==> config.mk <==
export PLATFORM = sky130hd
export DESIGN_NAME = mem_port_arbiter_flat
export DESIGN_NICKNAME = d
export VERILOG_FILES = /design/src/rtl/mem_port_arbiter_if.sv /design/src/rtl/mem_port_arbiter.sv /design/src/flat_wrapper.sv
export SDC_FILE = /design/constraint.sdc
export NUM_CORES = 1
export LEC_CHECK = 0
export CORE_MARGIN = 3
export CORE_UTILIZATION = 29
export CTS_CLUSTER_DIAMETER = 60
export DETAILED_ROUTE_END_ITERATION = 12
export GPL_TIMING_DRIVEN = 0
export HOLD_SLACK_MARGIN = 0.1
export PLACE_DENSITY = 0.76
export SETUP_SLACK_MARGIN = 0.2
export SLEW_MARGIN = 10
export SYNTH_ARGS = -nofsm -noshare
export SYNTH_HDL_FRONTEND = slang
export SYNTH_SLANG_ARGS = --single-unit
==> constraint.sdc <==
create_clock -name clk -period 1.1 [get_ports clk]
set_input_delay 0.33 -clock clk [delete_from_list [all_inputs] [get_ports clk]]
set_output_delay 0.33 -clock clk [all_outputs]
set_load 0.01 [all_outputs]
==> src/rtl/mem_port_arbiter_if.sv <==
// Request, response and memory-command signals of mem_port_arbiter, bundled with
// modports for the arbiter (slave) and the core/memory environment (master).
interface mem_port_arbiter_if #(
  parameter int ADDR_W = 32,
  parameter int DATA_W = 32
);
  localparam int BE_W = DATA_W / 8;

  // Request channels: a transfer happens in a cycle where valid && ready;
  // the requester holds valid and payload stable until that cycle, ready is
  // combinational, and responses are one-cycle pulses with no back-pressure.
  logic              if_req_valid;
  logic [ADDR_W-1:0] if_req_addr;
  logic              if_req_ready;
  logic              if_rsp_valid;
  logic [DATA_W-1:0] if_rsp_data;

  logic              d_req_valid;
  logic              d_req_we;
  logic [ADDR_W-1:0] d_req_addr;
  logic [DATA_W-1:0] d_req_wdata;
  logic [BE_W-1:0]   d_req_be;
  logic              d_req_ready;
  logic              d_rsp_valid;
  logic [DATA_W-1:0] d_rsp_data;

  logic              mem_en;
  logic              mem_we;
  logic [ADDR_W-1:0] mem_addr;
  logic [DATA_W-1:0] mem_wdata;
  logic [BE_W-1:0]   mem_be;
  logic [DATA_W-1:0] mem_rdata;

  logic              busy;

  modport slave (
    input  if_req_valid, if_req_addr,
    output if_req_ready, if_rsp_valid, if_rsp_data,
    input  d_req_valid, d_req_we, d_req_addr, d_req_wdata, d_req_be,
    output d_req_ready, d_rsp_valid, d_rsp_data,
    output mem_en, mem_we, mem_addr, mem_wdata, mem_be,
    input  mem_rdata,
    output busy
  );

  modport master (
    output if_req_valid, if_req_addr,
    input  if_req_ready, if_rsp_valid, if_rsp_data,
    output d_req_valid, d_req_we, d_req_addr, d_req_wdata, d_req_be,
    input  d_req_ready, d_rsp_valid, d_rsp_data,
    input  mem_en, mem_we, mem_addr, mem_wdata, mem_be,
    output mem_rdata,
    input  busy
  );
endinterface

==> src/rtl/mem_port_arbiter.sv <==
// Arbitrates fetch and load/store ports onto one single-port SRAM (data has priority).
// Define MEM_ARB_AGING_EN to force a fetch grant after STARVE_LIMIT denied cycles.
module mem_port_arbiter #(
  parameter int ADDR_W       = 32,
  parameter int DATA_W       = 32,
  parameter int STARVE_LIMIT = 4
) (
  input  logic                clk,
  input  logic                rst_n,
  mem_port_arbiter_if.slave   bus
);
  localparam int BE_W = DATA_W / 8;

  logic grant_if;
  logic grant_d;

`ifdef MEM_ARB_AGING_EN
  localparam int CNT_W = $clog2(STARVE_LIMIT + 1);
  logic [CNT_W-1:0] starve_cnt;
  logic             force_if;

  assign force_if = (starve_cnt == CNT_W'(STARVE_LIMIT));
  assign grant_if = bus.if_req_valid && (!bus.d_req_valid || force_if);

  // Counts consecutive cycles fetch waited; saturates at the limit.
  always_ff @(posedge clk or negedge rst_n) begin
    if (!rst_n) begin
      starve_cnt <= '0;
    end else if (!bus.if_req_valid || grant_if) begin
      starve_cnt <= '0;
    end else if (!force_if) begin
      starve_cnt <= starve_cnt + CNT_W'(1);
    end
  end
`else
  assign grant_if = bus.if_req_valid && !bus.d_req_valid;
`endif

  assign grant_d         = bus.d_req_valid && !grant_if;
  assign bus.if_req_ready = grant_if;
  assign bus.d_req_ready  = grant_d;

  // Stage C: the registered memory command plus the owner of a read.
  logic              c_en;
  logic              c_we;
  logic              c_own_if;
  logic [ADDR_W-1:0] c_addr;
  logic [DATA_W-1:0] c_wdata;
  logic [BE_W-1:0]   c_be;

  always_ff @(posedge clk or negedge rst_n) begin
    if (!rst_n) begin
      c_en     <= 1'b0;
      c_we     <= 1'b0;
      c_own_if <= 1'b0;
      c_addr   <= '0;
      c_wdata  <= '0;
      c_be     <= '0;
    end else begin
      c_en     <= grant_if || grant_d;
      c_we     <= grant_d && bus.d_req_we;
      c_own_if <= grant_if;
      if (grant_d) begin
        c_addr  <= bus.d_req_addr;
        c_wdata <= bus.d_req_wdata;
        c_be    <= bus.d_req_be;
      end else if (grant_if) begin
        c_addr  <= bus.if_req_addr;
        c_wdata <= '0;
        c_be    <= '1;
      end
    end
  end

  assign bus.mem_en    = c_en;
  assign bus.mem_we    = c_we;
  assign bus.mem_addr  = c_addr;
  assign bus.mem_wdata = c_wdata;
  assign bus.mem_be    = c_be;

  // Stage R: only reads advance, since stores return nothing.
  logic r_if;
  logic r_d;

  always_ff @(posedge clk or negedge rst_n) begin
    if (!rst_n) begin
      r_if <= 1'b0;
      r_d  <= 1'b0;
    end else begin
      r_if <= c_en && !c_we && c_own_if;
      r_d  <= c_en && !c_we && !c_own_if;
    end
  end

  assign bus.if_rsp_valid = r_if;
  assign bus.d_rsp_valid  = r_d;
  assign bus.if_rsp_data  = r_if ? bus.mem_rdata : '0;
  assign bus.d_rsp_data   = r_d  ? bus.mem_rdata : '0;
  assign bus.busy         = c_en || r_if || r_d;
endmodule

==> src/flat_wrapper.sv <==
// flat-port wrapper written by rule: the top's interface ports become plain ports
module mem_port_arbiter_flat 
#(
  parameter int ADDR_W       = 32,
  parameter int DATA_W       = 32,
  parameter int STARVE_LIMIT = 4
)
  (clk, rst_n, bus_if_req_valid, bus_if_req_addr, bus_if_req_ready, bus_if_rsp_valid, bus_if_rsp_data, bus_d_req_valid, bus_d_req_we, bus_d_req_addr, bus_d_req_wdata, bus_d_req_be, bus_d_req_ready, bus_d_rsp_valid, bus_d_rsp_data, bus_mem_en, bus_mem_we, bus_mem_addr, bus_mem_wdata, bus_mem_be, bus_mem_rdata, bus_busy);
  mem_port_arbiter_if #(.ADDR_W(ADDR_W), .DATA_W(DATA_W)) bus_i ();
  input  logic clk;
  input  logic rst_n;
  input wire logic [$bits(bus_i.if_req_valid)-1:0] bus_if_req_valid;
  input wire logic [$bits(bus_i.if_req_addr)-1:0] bus_if_req_addr;
  output wire logic [$bits(bus_i.if_req_ready)-1:0] bus_if_req_ready;
  output wire logic [$bits(bus_i.if_rsp_valid)-1:0] bus_if_rsp_valid;
  output wire logic [$bits(bus_i.if_rsp_data)-1:0] bus_if_rsp_data;
  input wire logic [$bits(bus_i.d_req_valid)-1:0] bus_d_req_valid;
  input wire logic [$bits(bus_i.d_req_we)-1:0] bus_d_req_we;
  input wire logic [$bits(bus_i.d_req_addr)-1:0] bus_d_req_addr;
  input wire logic [$bits(bus_i.d_req_wdata)-1:0] bus_d_req_wdata;
  input wire logic [$bits(bus_i.d_req_be)-1:0] bus_d_req_be;
  output wire logic [$bits(bus_i.d_req_ready)-1:0] bus_d_req_ready;
  output wire logic [$bits(bus_i.d_rsp_valid)-1:0] bus_d_rsp_valid;
  output wire logic [$bits(bus_i.d_rsp_data)-1:0] bus_d_rsp_data;
  output wire logic [$bits(bus_i.mem_en)-1:0] bus_mem_en;
  output wire logic [$bits(bus_i.mem_we)-1:0] bus_mem_we;
  output wire logic [$bits(bus_i.mem_addr)-1:0] bus_mem_addr;
  output wire logic [$bits(bus_i.mem_wdata)-1:0] bus_mem_wdata;
  output wire logic [$bits(bus_i.mem_be)-1:0] bus_mem_be;
  input wire logic [$bits(bus_i.mem_rdata)-1:0] bus_mem_rdata;
  output wire logic [$bits(bus_i.busy)-1:0] bus_busy;
  assign bus_i.if_req_valid = bus_if_req_valid;
  assign bus_i.if_req_addr = bus_if_req_addr;
  assign bus_if_req_ready = bus_i.if_req_ready;
  assign bus_if_rsp_valid = bus_i.if_rsp_valid;
  assign bus_if_rsp_data = bus_i.if_rsp_data;
  assign bus_i.d_req_valid = bus_d_req_valid;
  assign bus_i.d_req_we = bus_d_req_we;
  assign bus_i.d_req_addr = bus_d_req_addr;
  assign bus_i.d_req_wdata = bus_d_req_wdata;
  assign bus_i.d_req_be = bus_d_req_be;
  assign bus_d_req_ready = bus_i.d_req_ready;
  assign bus_d_rsp_valid = bus_i.d_rsp_valid;
  assign bus_d_rsp_data = bus_i.d_rsp_data;
  assign bus_mem_en = bus_i.mem_en;
  assign bus_mem_we = bus_i.mem_we;
  assign bus_mem_addr = bus_i.mem_addr;
  assign bus_mem_wdata = bus_i.mem_wdata;
  assign bus_mem_be = bus_i.mem_be;
  assign bus_i.mem_rdata = bus_mem_rdata;
  assign bus_busy = bus_i.busy;
  mem_port_arbiter #(.ADDR_W(ADDR_W), .DATA_W(DATA_W), .STARVE_LIMIT(STARVE_LIMIT)) u_core (.clk(clk), .rst_n(rst_n), .bus(bus_i));
endmodule
==> results.json <==
{
  "hold_class": "in -> async",
  "p_int_mw": 6.40,
  "avgSynthCellArea_um2": 10.7,
  "post-route-min-period_ns": 1.67,
  "drc_errors": 0,
  "period_share": 1.52,
  "cp-end-kind": "primary output",
  "crit_chain": "buf_6, or3_4, buf_6",
  "syn_inst": 310,
  "dpl-instance-area_um2": 6540,
  "h-tree-depth": 3,
  "antenna_found_initial": 1,
  "power.switching_mw": 2.20,
  "arrival_ns": 1.34,
  "critPathKind": "reg -> out",
  "grt_pass1_wl_um": 21700,
  "tightestPinTransition_ns": 0.476,
  "finalHoldViolCount": 34,
  "core_um2": 11000,
  "globalRouteOverflowTotal": 0,
  "die_h_um": 113,
  "yosysWarningCount": 0,
  "hold_ws_ns": -0.0489,
  "pwr_density_cell_nw_per_um2": 1140,
  "combPwrFrac": 0.296,
  "ant_nets": 0,
  "synth-seq-cells": 73,
  "status": "finished, violations left",
  "relSlewSlack": 0.683,
  "critPathSlowestCell": "dfrtp_2",
  "grt_pass1_vias": 3840,
  "setup_viol": 138,
  "rsz0062_at_grt": "true",
  "drive_above_1_share": 0.466,
  "pwr-share-clk": 0.350,
  "cts_tree": "done",
  "crit_top_cell": "buf_6",
  "yosysUniqueCellTypes": 17,
  "cpPeakStageDelay_ns": 0.44,
  "sw_frac_of_total": 0.256,
  "drt_iter0_drc": 140,
  "start_util": 0.302,
  "synth_fp_nets": 447,
  "wl_per_cell_um": 19.4,
  "via_per_inst": 4.67,
  "die_w_um": 113,
  "fin_ws_ns": -0.568,
  "slew_viol_final": 0,
  "drtPass1Iterations": 4,
  "failed_checks": "hold timing, setup timing",
  "netlist_area_um2": 3330,
  "fin_nets": 791,
  "cts.clk_slew.worst_paths_ns": 0.06,
  "p_leak_nw": 3.63,
  "die_area_um2": 12800,
  "critPathMaxFanout": 3,
  "insertion_delay_ns": 0.32,
  "io_pins": 276,
  "cap_violations": 0,
  "vias": 3734,
  "cts_buffer_depth": 2,
  "hpwl_um": 10800,
  "numCtsBuffers": 9,
  "design_area_um2": 7510,
  "critical_path_buf_inv_count": 2,
  "cts-root-buf": "clkbuf_16",
  "fmax_mhz": 599,
  "cts.sinks": 73,
  "finClkSkew_ns": 0.00189,
  "rows": 38,
  "critPathTopFamily": "flip-flops",
  "syn_to_final_growth_pct": 126,
  "p_seq_frac": 0.355,
  "grt_max_degree": 40,
  "gp_congestion": 0.878,
  "grt_usage": 0.216,
  "cp.required_ns": 0.77,
  "portBuffers": 274,
  "totalWireLength_um": 15500,
  "ir_drop_mv": 0.696,
  "start_kind": "flop",
  "seq_area_frac_synth": 0.549
}
==> state kept, by name, indices dropped and copies added (netlist names) <==
name and cells:
u_core.bus.mem_wdata 32, u_core.bus.mem_addr 32, u_core.c_own_if 1, u_core.bus.if_rsp_valid 1
u_core.bus.mem_we 1, u_core.bus.d_rsp_valid 1, u_core.bus.mem_be 4, u_core.bus.mem_en 1
==> path summary, 6_finish.rpt <==
| check | end | slack, ns | cells after the start | from |
|---|---|---|---|---|
| worst max-delay path | bus_busy | -0.57 | 3 | u_core.bus.d_rsp_valid |
| worst min-delay path | u_core.bus.mem_wdata[25] | -0.05 | 1 | rst_n |
| worst max register to register | u_core.bus.mem_addr[17] | 0.10 | 4 | u_core.bus.mem_addr[17] |
| worst min register to register | u_core.bus.d_rsp_valid | 0.42 | 1 | u_core.c_own_if |
| max in group asynchronous | u_core.bus.if_rsp_valid | 0.55 | 2 | rst_n |
| min in group clk | u_core.bus.mem_wdata[16] | 0.38 | 3 | bus_if_req_valid |
==> metrics by stage <==
stage / setup slack (ns) / power, mW / utilization / setup TNS, ns / instances
floorplan: -0.0425 / 3.81 / - / -0.0425 / 310
global placement: -3.12 / 5.17 / 0.591 / -291.43 / 724
detailed placement: -1.20 / 5.22 / 0.593 / -85.97 / 725
CTS: -0.584 / 8.23 / 0.624 / -39.00 / 774
global route: -0.599 / 8.91 / 0.681 / -43.46 / 800
finish: -0.568 / 8.60 / 0.681 / -39.57 / 800
==> routing by layer <==
layer / wire [um] / track usage / part of all wire
met1: 5720 / 0.246 / 0.37
met2: 8260 / 0.383 / 0.53
met3: 986 / 0.0481 / 0.064
met4: 555 / 0.103 / 0.036
met5: 0 / 0 / 0
==> layout by cell type (no fill, tap or decap), types with 2 or more instances in the layout <==
cell type and instances:
a22o_1 32, and2_1 3, and2_4 62, buf_12 8
buf_2 44, buf_4 31, buf_6 120, buf_8 6
clkbuf_1 5, clkbuf_16 13, clkbuf_8 10, clkdlybuf4s50_1 133
dfrtp_1 71, dfrtp_2 2, mux2i_1 29, mux2i_2 3
nand2_1 36, nor2_1 4, o21ai_1 36
==> logic make-up after synthesis <==
group,Yosys count,synth area share
and+or+nand+nor,110,0.178
muxes,32,0.0962
DFF,73,0.549
AOI/OAI and AO/OA,68,0.138
buffers and inverters,27,0.0391
==> synthesized netlist by cell type <==
library cell | n | share of area
a22o_1 | 32 | 0.084
and2_1 | 65 | 0.12
and3b_1 | 1 | 0.0026
buf_2 | 5 | 0.0075
buf_4 | 6 | 0.014
clkbuf_1 | 15 | 0.017
dfrtp_1 | 73 | 0.55
inv_1 | 1 | 0.0011
mux2i_1 | 32 | 0.096
nand2_1 | 36 | 0.041
nor2_1 | 4 | 0.0045
nor2_2 | 1 | 0.0019
nor2b_1 | 1 | 0.0019
nor3b_1 | 1 | 0.0023
o21ai_0 | 11 | 0.017
o21ai_1 | 25 | 0.038
or3_1 | 1 | 0.0019
==> area by class of cell <==
type                    count  area [um^2]
flip-flops and latches     73         1830
clock buffers              13          260
well taps                 140          175
repair buffers            333         3300
diodes                      1         2.50
plain buffers              26          343
clock inverters             3         47.5
multi-input cells         210         1560
inverters                   1         3.75
fillers                   828         3520
==> power groups by stage <==
stage / Combinational [mW] / Clock (mW) / Sequential (mW)
5_1_grt: 2.69 / 3.14 / 3.07
3_5_place_dp: 2.14 / 0 / 3.08
6_report: 2.54 / 3.01 / 3.05
3_3_place_gp: 2.10 / 0 / 3.07
2_1_floorplan: 0.640 / 0 / 3.17
4_1_cts: 2.15 / 3.04 / 3.04
==> repair_timing <==
action,4_1_cts,5_1_grt
hold endpoints to repair,34,34
setup endpoints to repair,209,159
cloned,3,4
pin swaps,2,20
resized for setup,659,92
setup buffers,30,21
No activity file was read; power rests on OpenSTA's default activity.
